File: src/rtl/uart_pkg.sv
// Shared UART definitions: FSM states, parity encodings and frame-format constants
// used by both the receive and transmit sides.
package uart_pkg;

    typedef enum logic [2:0] {
        ST_IDLE,
        ST_START,
        ST_DATA,
        ST_PARITY,
        ST_STOP1,
        ST_STOP2
    } uart_state_e;

    typedef enum logic [1:0] {
        PAR_NONE0 = 2'b00,
        PAR_ODD   = 2'b01,
        PAR_EVEN  = 2'b10,
        PAR_NONE3 = 2'b11
    } parity_e;

    localparam logic LEN_7BIT = 1'b0;
    localparam logic LEN_8BIT = 1'b1;
    localparam logic STOP_ONE = 1'b0;
    localparam logic STOP_TWO = 1'b1;

    function automatic logic maj3(input logic a, input logic b, input logic c);
        return (a & b) | (a & c) | (b & c);
    endfunction

endpackage

File: src/rtl/sync_ff.sv
// Multi-stage synchronizer for an asynchronous single-bit input; all stages reset to 1
// so an idle serial line never looks like a falling edge out of reset.
module sync_ff #(
    parameter int SYNC_STAGES = 2
) (
    input  logic clk_i,
    input  logic rst_i,
    input  logic d_i,
    output logic q_o
);

    logic [SYNC_STAGES-1:0] sync_q;

    always_ff @(posedge clk_i or posedge rst_i) begin
        if (rst_i) begin
            sync_q <= '1;
        end else begin
            sync_q <= {sync_q[SYNC_STAGES-2:0], d_i};
        end
    end

    assign q_o = sync_q[SYNC_STAGES-1];

endmodule

File: src/rtl/sipo_rx.sv
// Oversampling UART receiver: 7/8 data bits, optional odd/even parity, 1 or 2 stop bits.
// Define SIPO_RX_MAJORITY_EN to take every data/parity/stop sample as a 2-of-3 vote.
module sipo_rx
    import uart_pkg::*;
#(
    parameter int OVERSAMPLE  = 16,
    parameter int SYNC_STAGES = 2
) (
    input  logic       clk,
    input  logic       rst,
    input  logic       baud_tick,
    input  logic       data_in,
    input  logic [1:0] parity_type,
    input  logic       stop_bits,
    input  logic       data_length,
    input  logic       rx_read,
    output logic [7:0] data_out,
    output logic       rx_valid,
    output logic       parity_error,
    output logic       framing_error,
    output logic       overrun_error,
    output logic       rx_active
);

    localparam int CW = $clog2(OVERSAMPLE);
    localparam logic [CW-1:0] CNT_LAST  = CW'(OVERSAMPLE - 1);
    localparam logic [CW-1:0] CNT_START = CW'(OVERSAMPLE / 2 - 1);
    localparam logic [CW-1:0] CNT_SMP   = CW'(OVERSAMPLE / 2);

    logic rxd;
    logic prev_s;
    logic smp;

    sync_ff #(.SYNC_STAGES(SYNC_STAGES)) u_sync (
        .clk_i(clk),
        .rst_i(rst),
        .d_i  (data_in),
        .q_o  (rxd)
    );

    // Sample decisions are taken one tick after the mid-bit tick in both builds so
    // the majority vote can include the tick after mid-bit without changing latency.
`ifdef SIPO_RX_MAJORITY_EN
    logic [1:0] hist_q;

    always_ff @(posedge clk or posedge rst) begin
        if (rst) begin
            hist_q <= 2'b11;
        end else if (baud_tick) begin
            hist_q <= {hist_q[0], rxd};
        end
    end

    assign smp    = maj3(hist_q[1], hist_q[0], rxd);
    assign prev_s = hist_q[0];
`else
    logic hist_q;

    always_ff @(posedge clk or posedge rst) begin
        if (rst) begin
            hist_q <= 1'b1;
        end else if (baud_tick) begin
            hist_q <= rxd;
        end
    end

    assign smp    = hist_q;
    assign prev_s = hist_q;
`endif

    uart_state_e   state_q, state_d;
    logic [CW-1:0] cnt_q, cnt_d;
    logic [2:0]    bit_q, bit_d;
    logic [7:0]    sh_q, sh_d;
    parity_e       par_q, par_d;
    logic          stop_q, stop_d;
    logic          len_q, len_d;
    logic          pe_q, pe_d;
    logic          fe_q, fe_d;
    logic          done;

    logic [7:0]    dout_q;
    logic          valid_q, perr_q, ferr_q, ovr_q;

    always_ff @(posedge clk or posedge rst) begin
        if (rst) begin
            state_q <= ST_IDLE;
            cnt_q   <= '0;
            bit_q   <= '0;
            sh_q    <= '0;
            par_q   <= PAR_NONE0;
            stop_q  <= STOP_ONE;
            len_q   <= LEN_8BIT;
            pe_q    <= 1'b0;
            fe_q    <= 1'b0;
        end else begin
            state_q <= state_d;
            cnt_q   <= cnt_d;
            bit_q   <= bit_d;
            sh_q    <= sh_d;
            par_q   <= par_d;
            stop_q  <= stop_d;
            len_q   <= len_d;
            pe_q    <= pe_d;
            fe_q    <= fe_d;
        end
    end

    always_comb begin
        state_d = state_q;
        cnt_d   = cnt_q;
        bit_d   = bit_q;
        sh_d    = sh_q;
        par_d   = par_q;
        stop_d  = stop_q;
        len_d   = len_q;
        pe_d    = pe_q;
        fe_d    = fe_q;
        done    = 1'b0;

        if (baud_tick) begin
            cnt_d = (cnt_q == CNT_LAST) ? '0 : cnt_q + CW'(1);
            unique case (state_q)
                ST_IDLE: begin
                    cnt_d = '0;
                    if (prev_s && !rxd) begin
                        state_d = ST_START;
                        par_d   = parity_e'(parity_type);
                        stop_d  = stop_bits;
                        len_d   = data_length;
                        bit_d   = '0;
                        sh_d    = '0;
                        pe_d    = 1'b0;
                        fe_d    = 1'b0;
                    end
                end
                ST_START: begin
                    if (cnt_q == CNT_START && rxd) begin
                        state_d = ST_IDLE;
                        cnt_d   = '0;
                    end else if (cnt_q == CNT_LAST) begin
                        state_d = ST_DATA;
                    end
                end
                ST_DATA: begin
                    if (cnt_q == CNT_SMP) begin
                        sh_d = {smp, sh_q[7:1]};
                    end
                    if (cnt_q == CNT_LAST) begin
                        bit_d = bit_q + 3'd1;
                        if (bit_q == ((len_q == LEN_8BIT) ? 3'd7 : 3'd6)) begin
                            state_d = (par_q == PAR_ODD || par_q == PAR_EVEN) ? ST_PARITY : ST_STOP1;
                        end
                    end
                end
                ST_PARITY: begin
                    if (cnt_q == CNT_SMP) begin
                        pe_d = ((^sh_q) ^ smp) != (par_q == PAR_ODD);
                    end
                    if (cnt_q == CNT_LAST) begin
                        state_d = ST_STOP1;
                    end
                end
                ST_STOP1: begin
                    if (cnt_q == CNT_SMP) begin
                        fe_d = fe_q | ~smp;
                        if (stop_q != STOP_TWO) begin
                            done    = 1'b1;
                            state_d = ST_IDLE;
                        end
                    end
                    if (cnt_q == CNT_LAST && stop_q == STOP_TWO) begin
                        state_d = ST_STOP2;
                    end
                end
                ST_STOP2: begin
                    if (cnt_q == CNT_SMP) begin
                        fe_d    = fe_q | ~smp;
                        done    = 1'b1;
                        state_d = ST_IDLE;
                    end
                end
                default: state_d = ST_IDLE;
            endcase
        end
    end

    // A completing frame always wins over rx_read; overrun only when the old frame was unread.
    always_ff @(posedge clk or posedge rst) begin
        if (rst) begin
            dout_q  <= '0;
            valid_q <= 1'b0;
            perr_q  <= 1'b0;
            ferr_q  <= 1'b0;
            ovr_q   <= 1'b0;
        end else if (done) begin
            dout_q  <= (len_q == LEN_8BIT) ? sh_q : {1'b0, sh_q[7:1]};
            perr_q  <= pe_q;
            ferr_q  <= fe_d;
            valid_q <= 1'b1;
            ovr_q   <= valid_q & ~rx_read;
        end else if (rx_read && valid_q) begin
            valid_q <= 1'b0;
            ovr_q   <= 1'b0;
        end
    end

    assign data_out      = dout_q;
    assign rx_valid      = valid_q;
    assign parity_error  = perr_q;
    assign framing_error = ferr_q;
    assign overrun_error = ovr_q;
    assign rx_active     = (state_q != ST_IDLE);

endmodule

File: config.mk
export PLATFORM = sky130hd
export DESIGN_NAME = sipo_rx
export DESIGN_NICKNAME = d
export VERILOG_FILES = /design/src/rtl/uart_pkg.sv /design/src/rtl/sync_ff.sv /design/src/rtl/sipo_rx.sv
export SDC_FILE = /design/constraint.sdc
export NUM_CORES = 1
export LEC_CHECK = 0
export CAP_MARGIN = 10
export CORE_MARGIN = 5
export CORE_UTILIZATION = 25
export DETAILED_ROUTE_END_ITERATION = 8
export GPL_TIMING_DRIVEN = 0
export SLEW_MARGIN = 20
export SYNTH_ARGS = -nofsm -noshare
export SYNTH_HDL_FRONTEND = slang
export SYNTH_HIERARCHICAL = 1
export SYNTH_SLANG_ARGS = --single-unit
export TNS_END_PERCENT = 100
File: constraint.sdc
create_clock -name clk -period 3.5 [get_ports clk]
set_input_delay 0.525 -clock clk [delete_from_list [all_inputs] [get_ports clk]]
set_output_delay 0.525 -clock clk [all_outputs]
set_load 0.005 [all_outputs]
After elaboration in Yosys (flattened, before gate mapping)
Cells that the tools add are included.
{"block": "word_totals", "ff_bits": 39, "output_inout_bits": 13, "elab_cells": 101}
{"block": "op_classes", "bitwise_logic": 5, "add_sub_neg": 2, "n_reduce_logical": 18, "n_mux": 38, "n_eq_ne": 22}
{"op": "$mux 3", "n": 13}
{"op": "$mux 8", "n": 3}
{"op": "$pmux 3 s6", "n": 1}
{"op": "$pmux 8 s2", "n": 1}
{"op": "$ne 2x2->1 const B", "n": 7}
{"op": "$mux 1", "n": 13}
{"op": "$reduce_and 4->1", "n": 3}
{"op": "$ne 3x3->1 const B", "n": 3}
{"op": "$reduce_and 9->1", "n": 1}
{"op": "$eq 4x4->1 const B", "n": 2}
{"op": "$mux 4", "n": 2}
{"op": "$pmux 4 s2", "n": 1}
{"op": "$reduce_xor 8->1", "n": 1}
{"op": "$eq 3x2->1 const B", "n": 2}
{"op": "$eq 3x3->1 const B", "n": 2}
{"op": "$pmux 1 s2", "n": 3}
{"op": "$pmux 3 s2", "n": 1}
{"op": "$reduce_bool 2->1", "n": 3}
{"op": "$add 4x1->4 const B", "n": 1}
{"op": "$eq 4x3->1 const B", "n": 1}
{"op": "$logic_and 1x1->1", "n": 4}
{"op": "$add 3x1->3 const B", "n": 1}
{"op": "$eq 3x1->1 const B", "n": 1}
{"op": "$eq 3x3->1", "n": 1}
{"op": "13 further kinds", "n": 14}

Longest topological paths before layout
Gate-level depths: netlist (run 1).
{"block": "depth", "depth_word": 6, "mapped_depth": 8, "depth_no_buf": 7}

By module
The synthesis (run 1) kept the hierarchy.
{"module": "sipo_rx", "area_each_um2": 1981.9, "cells_each": 198, "instances": 1, "seq_area_each_um2": 928.4}
{"module": "sync_ff", "area_each_um2": 56.3, "cells_each": 3, "instances": 1, "seq_area_each_um2": 52.6}

Worst setup path after synthesis (run 1)
Ideal clock, no wire load.
{"block": "synth_timing", "path_type": "register to register", "startpoint": "register cnt_q[0]", "endpoint": "register state_q[0]", "arrival_time_ps": 1685, "slack_ps": 1690, "path_stages_with_launch": 8, "setup_time_ps": 125, "n_path_buf": 0, "period_less_slack_ps": 1810, "cell_sequence": "dfrtp_1 -> inv_1 -> ha_1 -> nand2_2 -> o2111a_1 -> or3_4 -> nor2_4 -> mux2_4"}
{"block": "synth_via", "elab_chain_len": 4}
{"item": "start: declaration", "line_no": "sipo_rx.sv:72", "source": "logic [CW-1:0] cnt_q, cnt_d;"}
{"item": "start signal: assignment", "line_no": "sipo_rx.sv:98", "source": "cnt_q <= cnt_d;"}
{"item": "$eq 4x4->1 / $eq 4x3->1 (equally long branches)"}
{"item": "$logic_and 1x1->1 (on tied branches)", "line_no": "sipo_rx.sv:172, sipo_rx.sv:138"}
{"item": "$ne 3x3->1 (no source line) (tied with other cells)"}
{"item": "$reduce_and 9->1 (no source line) / $pmux 3 s6 (equally long branches)"}
{"item": "end signal: assignment", "line_no": "sipo_rx.sv:97", "source": "state_q <= state_d;"}
{"item": "end: declaration", "line_no": "sipo_rx.sv:71", "source": "uart_state_e state_q, state_d;"}
Parallel ways exist; a longest one is shown, timed or not.
A chain may end at the register's enable or synchronous reset.

Final worst setup path (run 1)
{"block": "layout_timing", "startpoint": "register state_q[1]", "endpoint": "output port rx_active"}
{"block": "layout_via", "elab_chain_len": 1}
{"item": "$reduce_bool 3->1", "line_no": "sipo_rx.sv:213", "source": "assign rx_active = (state_q != ST_IDLE);"}
{"item": "end: declaration", "line_no": "sipo_rx.sv:22", "source": "output logic rx_active"}
Every way passes these cells.

==> flow_summary.ini, run 1 <==
[logic_synthesis]
syn_nets = 214
synthFlopType = dfrtp_1
yosysUniqueCellTypes = 46
ys_seq_area_share_pct = 48.1
syn_inst = 201
synthArstFlopShare_pct = 100
synth-seq-cells = 39
synth_common_cells = 35 x dfrtp_1, 24 x nand2_1, 15 x nor2_1
synth.area.top_cells = dfrtp_1 43%, dfstp_2 5.2%, mux2_2 4.4%
avgSynthCellArea_um2 = 10.1
synth_top_area_cell = dfrtp_1
synth_most_common_cell = dfrtp_1
yosysWarnings = 6
post-synth-top-area-fraction_pct = 43.0
synth_area_um2 = 2040
synth_edf_count = 0

[drt]
routedWlPerCell_um = 12.3
drtIter0Drc = 43
wl_mm = 4.14
routed-via-count = 1506
drc = 0
ant_nets = 0
via_per_inst = 4.48
drt_pre_antenna_iters = 5

[clock_tree]
cts_tree = yes
clock_latency_ns = 0.30
clock-sinks = 39
cts.path.max_buffers = 2
htree_levels = 2
holdBufCountCts = 0
post-cts-setup-buffers = 0
clk_pin_slew_worst_paths_ns = 0.07
numCtsBuffers = 5
root_buffer = clkbuf_8
cts_resized = 0

[sta]
setup_tns_ns = 0
fin_skew_ns = 0.0108
rsz0062_at_grt = no
hold_viol = 0
clock.fmax_mhz = 448
tightest_slew_ns = 0.549
layout_worst_path_cycle_share_pct = 63.7
maxSlewViolCount = 0
finalSetupViolations = 0
relSlewSlack_pct = 63.2
layout_min_cycle_time_ns = 2.23

[cells_and_area]
fill_cells = 868
area_growth_pct = 23.3
fin_cells = 336
layout-drive-gt1-share_pct = 18.2
antenna_cells = 0
nets = 243

[hold_path]
hold_class = flip-flop to flip-flop

[die]
start_util_pct = 25.2
io_pins = 22
rows = 33
die_h_um = 100
core_um2 = 8090
die_w_um = 100
die_area_um2 = 10100

[placed_design]
gp_congestion = 0.851
port_buffers = 21
dp_hpwl_mm = 3.03
placed_cells = 328

[run_status]
status = finished clean

[critical_path]
worstPathMaxFanout = 10
start_kind = flip-flop
worstPathArrival_ns = 1.71
cp-end-kind = output port
path_class = flip-flop to output port
critical_path_required_ns = 2.97

[power_and_ir_drop]
ir_drop_mv = 0.165
leakage_nw = 1.05
powerDensity_nw_per_um2 = 458

[global_routing]
grt_max_degree = 28
first_global_vias = 1570
grt_pass1_wl_mm = 7.43
grt_overflow = 0
grt_usage_pct = 9.14
antenna_found_initial = 0

[run]
max_cap_viol_count = 0
-- flip-flops by register name, indices dropped and copies added, names as in the netlist, 2 cells and up --
name and cells:
data_out 8, sh_q 8, cnt_q 4, bit_q 3
state_q 3, par_q 2, u_sync/sync_q 2
-- area by class of cell --
type	instances	area (um^2)	area share (%)
Multi-Input combinational cell	142	955	38.0
Clock inverter	3	43.8	1.74
Timing Repair Buffer	22	230	9.16
Buffer	10	65.1	2.59
Inverter	10	37.5	1.49
Sequential cell	39	981	39.0
Tap cell	105	131	5.23
Clock buffer	5	68.8	2.74
-- critical path: stages, from the launching register on --
cell             delay, ns
dfrtp_1               0.38
buf_4                 0.17
nor3_2                0.29
inv_2                 0.11
clkdlybuf4s50_1       0.47
-- through the flow --
stage	area [um^2]	setup WS (ns)	hold WS, ns	util [%]	power (W)
floorplan	2040	1.69	0.345	-	0.000728
global placement	2380	1.20	0.346	29.4	0.000775
detailed placement	2400	1.22	0.347	29.7	0.000785
CTS	2510	1.27	0.359	31.0	0.00117
global route	2510	1.19	0.361	31.0	0.00123
finish	2510	1.27	0.359	31.0	0.00115
-- routing by layer --
layer	vias up	wire length [um]	track usage (%)
li1	749	-	-
met1	726	1970	11.6
met3	5	189	2.57
met4	0	64	3.42
met2	26	1920	14.7
met5	-	0	0
-- where the power goes --
group          internal, W  total, W  switching (W)  leakage (nW)
Combinational     0.000110  0.000223       0.000113         0.479
Clock             0.000212  0.000376       0.000163        0.0581
Sequential        0.000498  0.000553      0.0000547         0.511
Total             0.000821   0.00115       0.000331          1.05
-- cell usage in the layout, fill, tap and decap left out, types with 2 or more instances in the layout --
master and instances:
buf_6 2, nor3_1 2, inv_1 7, mux2_2 8, nor2_1 15, o21ai_0 14, nand2b_1 2, clkbuf_1 2
o31ai_1 2, dfstp_2 4, mux2_4 2, clkbuf_8 5, and2_1 2, clkdlybuf4s50_1 21, inv_2 3, buf_2 4
xnor2_1 10, o21ai_1 3, nand3_1 6, nor2b_1 3, dfrtp_1 35, mux2i_1 8, buf_4 2, o211ai_1 2
nand4b_1 2, o22ai_1 2, a21oi_1 12, nand2_1 24, ha_1 4
-- worst paths after layout --
check,to,depth (start not counted),slack (ns),startpoint
max in group asynchronous,len_q$_DFFE_PP1P_,3,2.49,rst
max reg2reg,state_q[0]$_DFFE_PP0P_,7,1.58,cnt_q[0]$_DFFE_PP0P_
max,rx_active,4,1.27,state_q[1]$_DFFE_PP0P_
min reg2reg,u_sync/sync_q[1]$_DFF_PP1_,0,0.36,u_sync/sync_q[0]$_DFF_PP1_
min,u_sync/sync_q[1]$_DFF_PP1_,0,0.36,u_sync/sync_q[0]$_DFF_PP1_
min in group asynchronous,cnt_q[1]$_DFFE_PP0P_,2,0.51,rst
-- cells by family (layout without fill, tap and decap cells) --
logic type | Yosys count | after routing | share of synthesized area, %
simple gates | 67 | 67 | 16.9
compound gates | 42 | 42 | 13.0
flops | 39 | 39 | 48.1
buf+inv | 20 | 50 | 5.03
mux | 18 | 18 | 9.82
xor+xnor | 11 | 11 | 4.73
fa+ha+maj | 4 | 4 | 2.46
No activity file was read; power rests on OpenSTA's default activity.
==> run 2, diff against run 1 <==
clock period = 1.94 ns   (was 3.5 ns; I/O delays follow)
==> run 2 against run 1 <==
- sequential power is 80% higher
- sequential cell count stayed put
- setup slack worse by 1.2 ns
- sequential share of layout area is 1.5 points lower
- total power is 86% higher
- via count is 1.1% higher
- cell count is 2.4% higher
- critical path depth is 3 higher
- routed wire length is 3.0% higher
- clock power is 81% higher
- hold slack worse by 0.082 ns
- non-clock buffer count is 8 higher
==> flow_summary.ini, run 2 (synthesis results as in run 1) <==
[run_status]
status = finished clean

[die]
start_util_pct = 25.2
die_area_um2 = 10100
rows = 33
core_um2 = 8090
io_pins = 22
die_h_um = 100
die_w_um = 100

[clock_tree]
numCtsBuffers = 5
htree_levels = 2
clock-sinks = 39
root_buffer = clkbuf_8
cts_tree = yes
cts.path.max_buffers = 2
clk_pin_slew_worst_paths_ns = 0.08
clock_latency_ns = 0.30
holdBufCountCts = 0

[run]
max_cap_viol_count = 0

[sta]
setup_tns_ns = 0
relSlewSlack_pct = 72.4
layout_min_cycle_time_ns = 1.88
tightest_slew_ns = 0.415
layout_worst_path_cycle_share_pct = 96.7
finalSetupViolations = 0
clock.fmax_mhz = 533
fin_skew_ns = 0.00959
rsz0062_at_grt = yes
maxSlewViolCount = 0
hold_viol = 0

[placed_design]
port_buffers = 21
gp_congestion = 0.851
dp_hpwl_mm = 3.03
placed_area_um2 = 2400

[cells_and_area]
nets = 251
layout-drive-gt1-share_pct = 23.4
antenna_cells = 0
final_cell_mix = 35 x dfrtp_1, 24 x nand2_1, 20 x clkdlybuf4s50_1, 15 x nor2_1, 14 x o21ai_0
finalInstanceArea_um2 = 2610
layout_commonest_cell = dfrtp_1
fill_cells = 852
area_growth_pct = 28.1

[critical_path]
critPathSlowestCell = dfrtp_1
worstPathArrival_ns = 2.06
cp-end-kind = flip-flop
start_kind = flip-flop
slowest_delay_ns = 0.43
critical_path_required_ns = 2.12
path_class = flip-flop to flip-flop
path_cells = inv_2 > ha_4 > nand2_2 > o2111a_1 > or3_4 > nor2_4 > mux2_4
worstPathMaxFanout = 5

[global_routing]
grt_usage_pct = 9.15
antenna_found_initial = 0
grt_pass1_wl_mm = 7.45
first_global_vias = 1573
grt_overflow = 0
grt_max_degree = 28

[drt]
drt_pre_antenna_iters = 4
drtIter0Drc = 47
via_per_inst = 4.43
routed-via-count = 1523
drc = 0
routedWlPerCell_um = 12.4
ant_nets = 0
wl_mm = 4.27

[power_and_ir_drop]
ir_drop_mv = 0.300
powerDensity_nw_per_um2 = 821
leakage_nw = 1.09

[hold_path]
hold_class = primary input to async pin
==> run 2: layout make-up <==
cell class | count | area, um^2 | share of cell area (%)
flip-flops and latches | 39 | 981 | 37.6
clock inverters | 3 | 43.8 | 1.68
inverters | 10 | 37.5 | 1.44
well taps | 105 | 131 | 5.03
plain buffers | 10 | 68.8 | 2.64
clock buffers | 5 | 68.8 | 2.64
multi-input cells | 142 | 986 | 37.8
repair buffers | 30 | 293 | 11.2
==> run 2: metal layers <==
layer	GRT usage, %	wire [um]	vias up
met2	14.8	2010	20
met5	0	0	-
met4	3.42	34	0
met1	11.6	2060	733
met3	2.57	166	4
li1	-	-	766
==> run 2: critical path: cells and delay by family (launching register included) <==
kind	cells	cell delay [ns]
muxes	1	0.31
DFF	1	0.43
buffers and inverters	1	0.09
AOI/OAI and AO/OA	1	0.25
adders and majority gates	1	0.12
and+or+nand+nor	3	0.56
==> run 2: what timing repair did <==
item / 4_1_cts / 5_1_grt
endpoints found under the setup margin: 1 / 12
pin swaps: 0 / 6
setup buffers: 0 / 8
resized for setup: 1 / 9
==> run 2: where the power goes <==
part / internal (W) / total [W] / switching (W) / leakage (nW)
Sequential: 0.000899 / 0.000998 / 0.0000991 / 0.511
Combinational: 0.000237 / 0.000464 / 0.000227 / 0.517
Clock: 0.000383 / 0.000681 / 0.000298 / 0.0581
Total: 0.00152 / 0.00214 / 0.000625 / 1.09
==> run 2: through the flow <==
step	setup slack (ns)	hold WS [ns]	std cells	total power [W]	util [%]
detailed placement	-0.105	0.347	328	0.00142	29.7
finish	0.0643	0.277	344	0.00214	32.3
global route	-0.0464	0.308	344	0.00229	32.3
floorplan	0.130	0.203	201	0.00131	-
global placement	-0.127	0.346	327	0.00140	29.4
CTS	0.0135	0.281	336	0.00211	31.1
==> run 2: path summary, 6_finish.rpt <==
kind                                              end                  startpoint  slack, ns  cells past startpoint
setup / recovery               state_q[0]$_DFFE_PP0P_        cnt_q[0]$_DFFE_PP0P_       0.06                      7
hold / removal                   cnt_q[1]$_DFFE_PP0P_                         rst       0.28                      2
setup reg to reg               state_q[0]$_DFFE_PP0P_        cnt_q[0]$_DFFE_PP0P_       0.06                      7
hold reg to reg            u_sync/sync_q[1]$_DFF_PP1_  u_sync/sync_q[0]$_DFF_PP1_       0.36                      0
max in group asynchronous           len_q$_DFFE_PP1P_                         rst       1.16                      3
min in group clk           u_sync/sync_q[1]$_DFF_PP1_  u_sync/sync_q[0]$_DFF_PP1_       0.36                      0
==> run 3, diff against run 2 <==
REMOVE_ABC_BUFFERS = 1   (was not set)
==> run 3 against run 2 <==
- critical path depth unchanged
- hold slack worse by 0.0031 ns
- total power up 0.36%
- routed wire length is 1.6% higher
- non-clock buffer count up 2
- register-to-register slack lost 0.02 ns
- count of clock-buffer cells in the layout unchanged
- sequential cell count unchanged
- sequential power about the same
- core utilization grew 0.36 points
- global-route usage decreased by 0.29 points
- largest cell class is now registers
==> flow_summary.ini, run 3 (synthesis results as in run 1) <==
[run_status]
status = finished clean

[drt]
via_per_inst = 4.47
routed-via-count = 1546
ant_nets = 0
wl_mm = 4.34
drc = 0
drt_pre_antenna_iters = 4
drtIter0Drc = 107
routedWlPerCell_um = 12.5

[global_routing]
busiest_layer = met2
grt_usage_pct = 8.87
grt_pass1_wl_mm = 7.16
grt_overflow = 0
antenna_found_initial = 0
grt_use_met1_pct = 11.8
grtUsageMet3_pct = 2.50
use_met2_pct = 13.6
grt_max_degree = 26
first_global_vias = 1476

[critical_path]
path_class = flip-flop to flip-flop
worstPathMaxFanout = 5
cp-end-kind = flip-flop
start_kind = flip-flop
worstPathArrival_ns = 2.08
critical_path_required_ns = 2.12

[clock_tree]
holdBufCountCts = 0
clock_latency_ns = 0.30
root_buffer = clkbuf_8
clk_pin_slew_worst_paths_ns = 0.08
clock-sinks = 39
numCtsBuffers = 5
cts.path.max_buffers = 2
cts_tree = yes
htree_levels = 2

[cells_and_area]
fill_cells = 847
antenna_cells = 0
layout-drive-gt1-share_pct = 26.1
layout_commonest_cell = dfrtp_1
nets = 253
final_cell_mix = 32 x dfrtp_1, 24 x nand2_1, 19 x clkdlybuf4s50_1, 19 x buf_4, 15 x nor2_1
area_growth_pct = 29.5

[die]
core_um2 = 8090
die_area_um2 = 10100
start_util_pct = 25.2
die_w_um = 100
die_h_um = 100
io_pins = 22
rows = 33

[sta]
tightest_slew_ns = 0.551
finalSetupViolations = 0
clock.fmax_mhz = 528
layout_min_cycle_time_ns = 1.90
maxSlewViolCount = 0
setup_ws_ns = 0.0449
fin_skew_ns = 0.00417
layout_worst_path_cycle_share_pct = 97.7
hold_viol = 0
relSlewSlack_pct = 63.3
holdWs_ns = 0.274

[power_and_ir_drop]
leakage_nw = 1.10
power_w = 0.00215
ir_drop_mv = 0.287
powerDensity_nw_per_um2 = 815

[placed_design]
port_buffers = 21
dp_hpwl_mm = 2.79
gp_congestion = 0.809
dpl_worst_slack_ns = -0.641

[hold_path]
hold_class = primary input to async pin

[run]
max_cap_viol_count = 0
## run 3: cell count changes in the layout (fill, tap and decap cells not counted), moves of 2 or more
cell / before / now
buf_4: 10 / 19
buf_2: 4 / 0
dfrtp_1: 35 / 32
clkbuf_1: 2 / 0
dfrtp_2: 0 / 2
## run 3: worst max-delay path: stages, from the launching register on
cell,delay [ns]
dfrtp_1,0.43
inv_2,0.10
ha_4,0.14
nand2_4,0.05
o2111a_1,0.24
or3_4,0.35
nor2_4,0.15
mux2_4,0.30
## run 3: area by class of cell
type	count	area (um^2)	area share, %
sequential	39	991	37.6
multi-input combinational	142	987	37.4
timing repair buffer	42	379	14.4
tap	105	131	4.98
clock buffer	5	68.8	2.61
clock inverter	3	43.8	1.66
inverter	10	37.5	1.42
## run 3: path summary, 6_finish.rpt
path | start | to | slack (ns) | depth (start not counted)
hold / removal | rst | cnt_q[2]$_DFFE_PP0P_ | 0.27 | 2
setup reg to reg | cnt_q[0]$_DFFE_PP0P_ | state_q[2]$_DFFE_PP0P_ | 0.04 | 7
hold reg to reg | u_sync/sync_q[0]$_DFF_PP1_ | u_sync/sync_q[1]$_DFF_PP1_ | 0.37 | 0
min in group clk | u_sync/sync_q[0]$_DFF_PP1_ | u_sync/sync_q[1]$_DFF_PP1_ | 0.37 | 0
max in group asynchronous | rst | hist_q$_DFFE_PP1P_ | 1.17 | 3
setup / recovery | cnt_q[0]$_DFFE_PP0P_ | state_q[2]$_DFFE_PP0P_ | 0.04 | 7
## run 3: metrics by stage
stage	setup TNS [ns]	instances	utilization (%)	cell area, um^2
after floorplan	0	191	-	1970
after global placement	-11.55	317	28.6	2310
after detailed placement	-7.69	318	28.8	2330
after CTS	0	328	30.6	2470
after global routing	-0.0163	346	32.6	2640
final	0	346	32.6	2640
## run 3: power by group
group | switching (W) | internal (W)
registers | 0.000129 | 0.000898
logic | 0.000201 | 0.000238
clock network | 0.000302 | 0.000383
total | 0.000631 | 0.00152
## run 3: what timing repair did
action                     CTS  global route
cloned                       0             0
gates resized for setup      6            10
buffers inserted             2            18
pin swaps                    1             3
setup endpoints to repair   23             6
## run 3: metal layers
layer	routed length (um)	up-vias
li1	-	774
met1	2050	730
met3	205	7
met4	65	0
met2	2020	35
met5	0	-
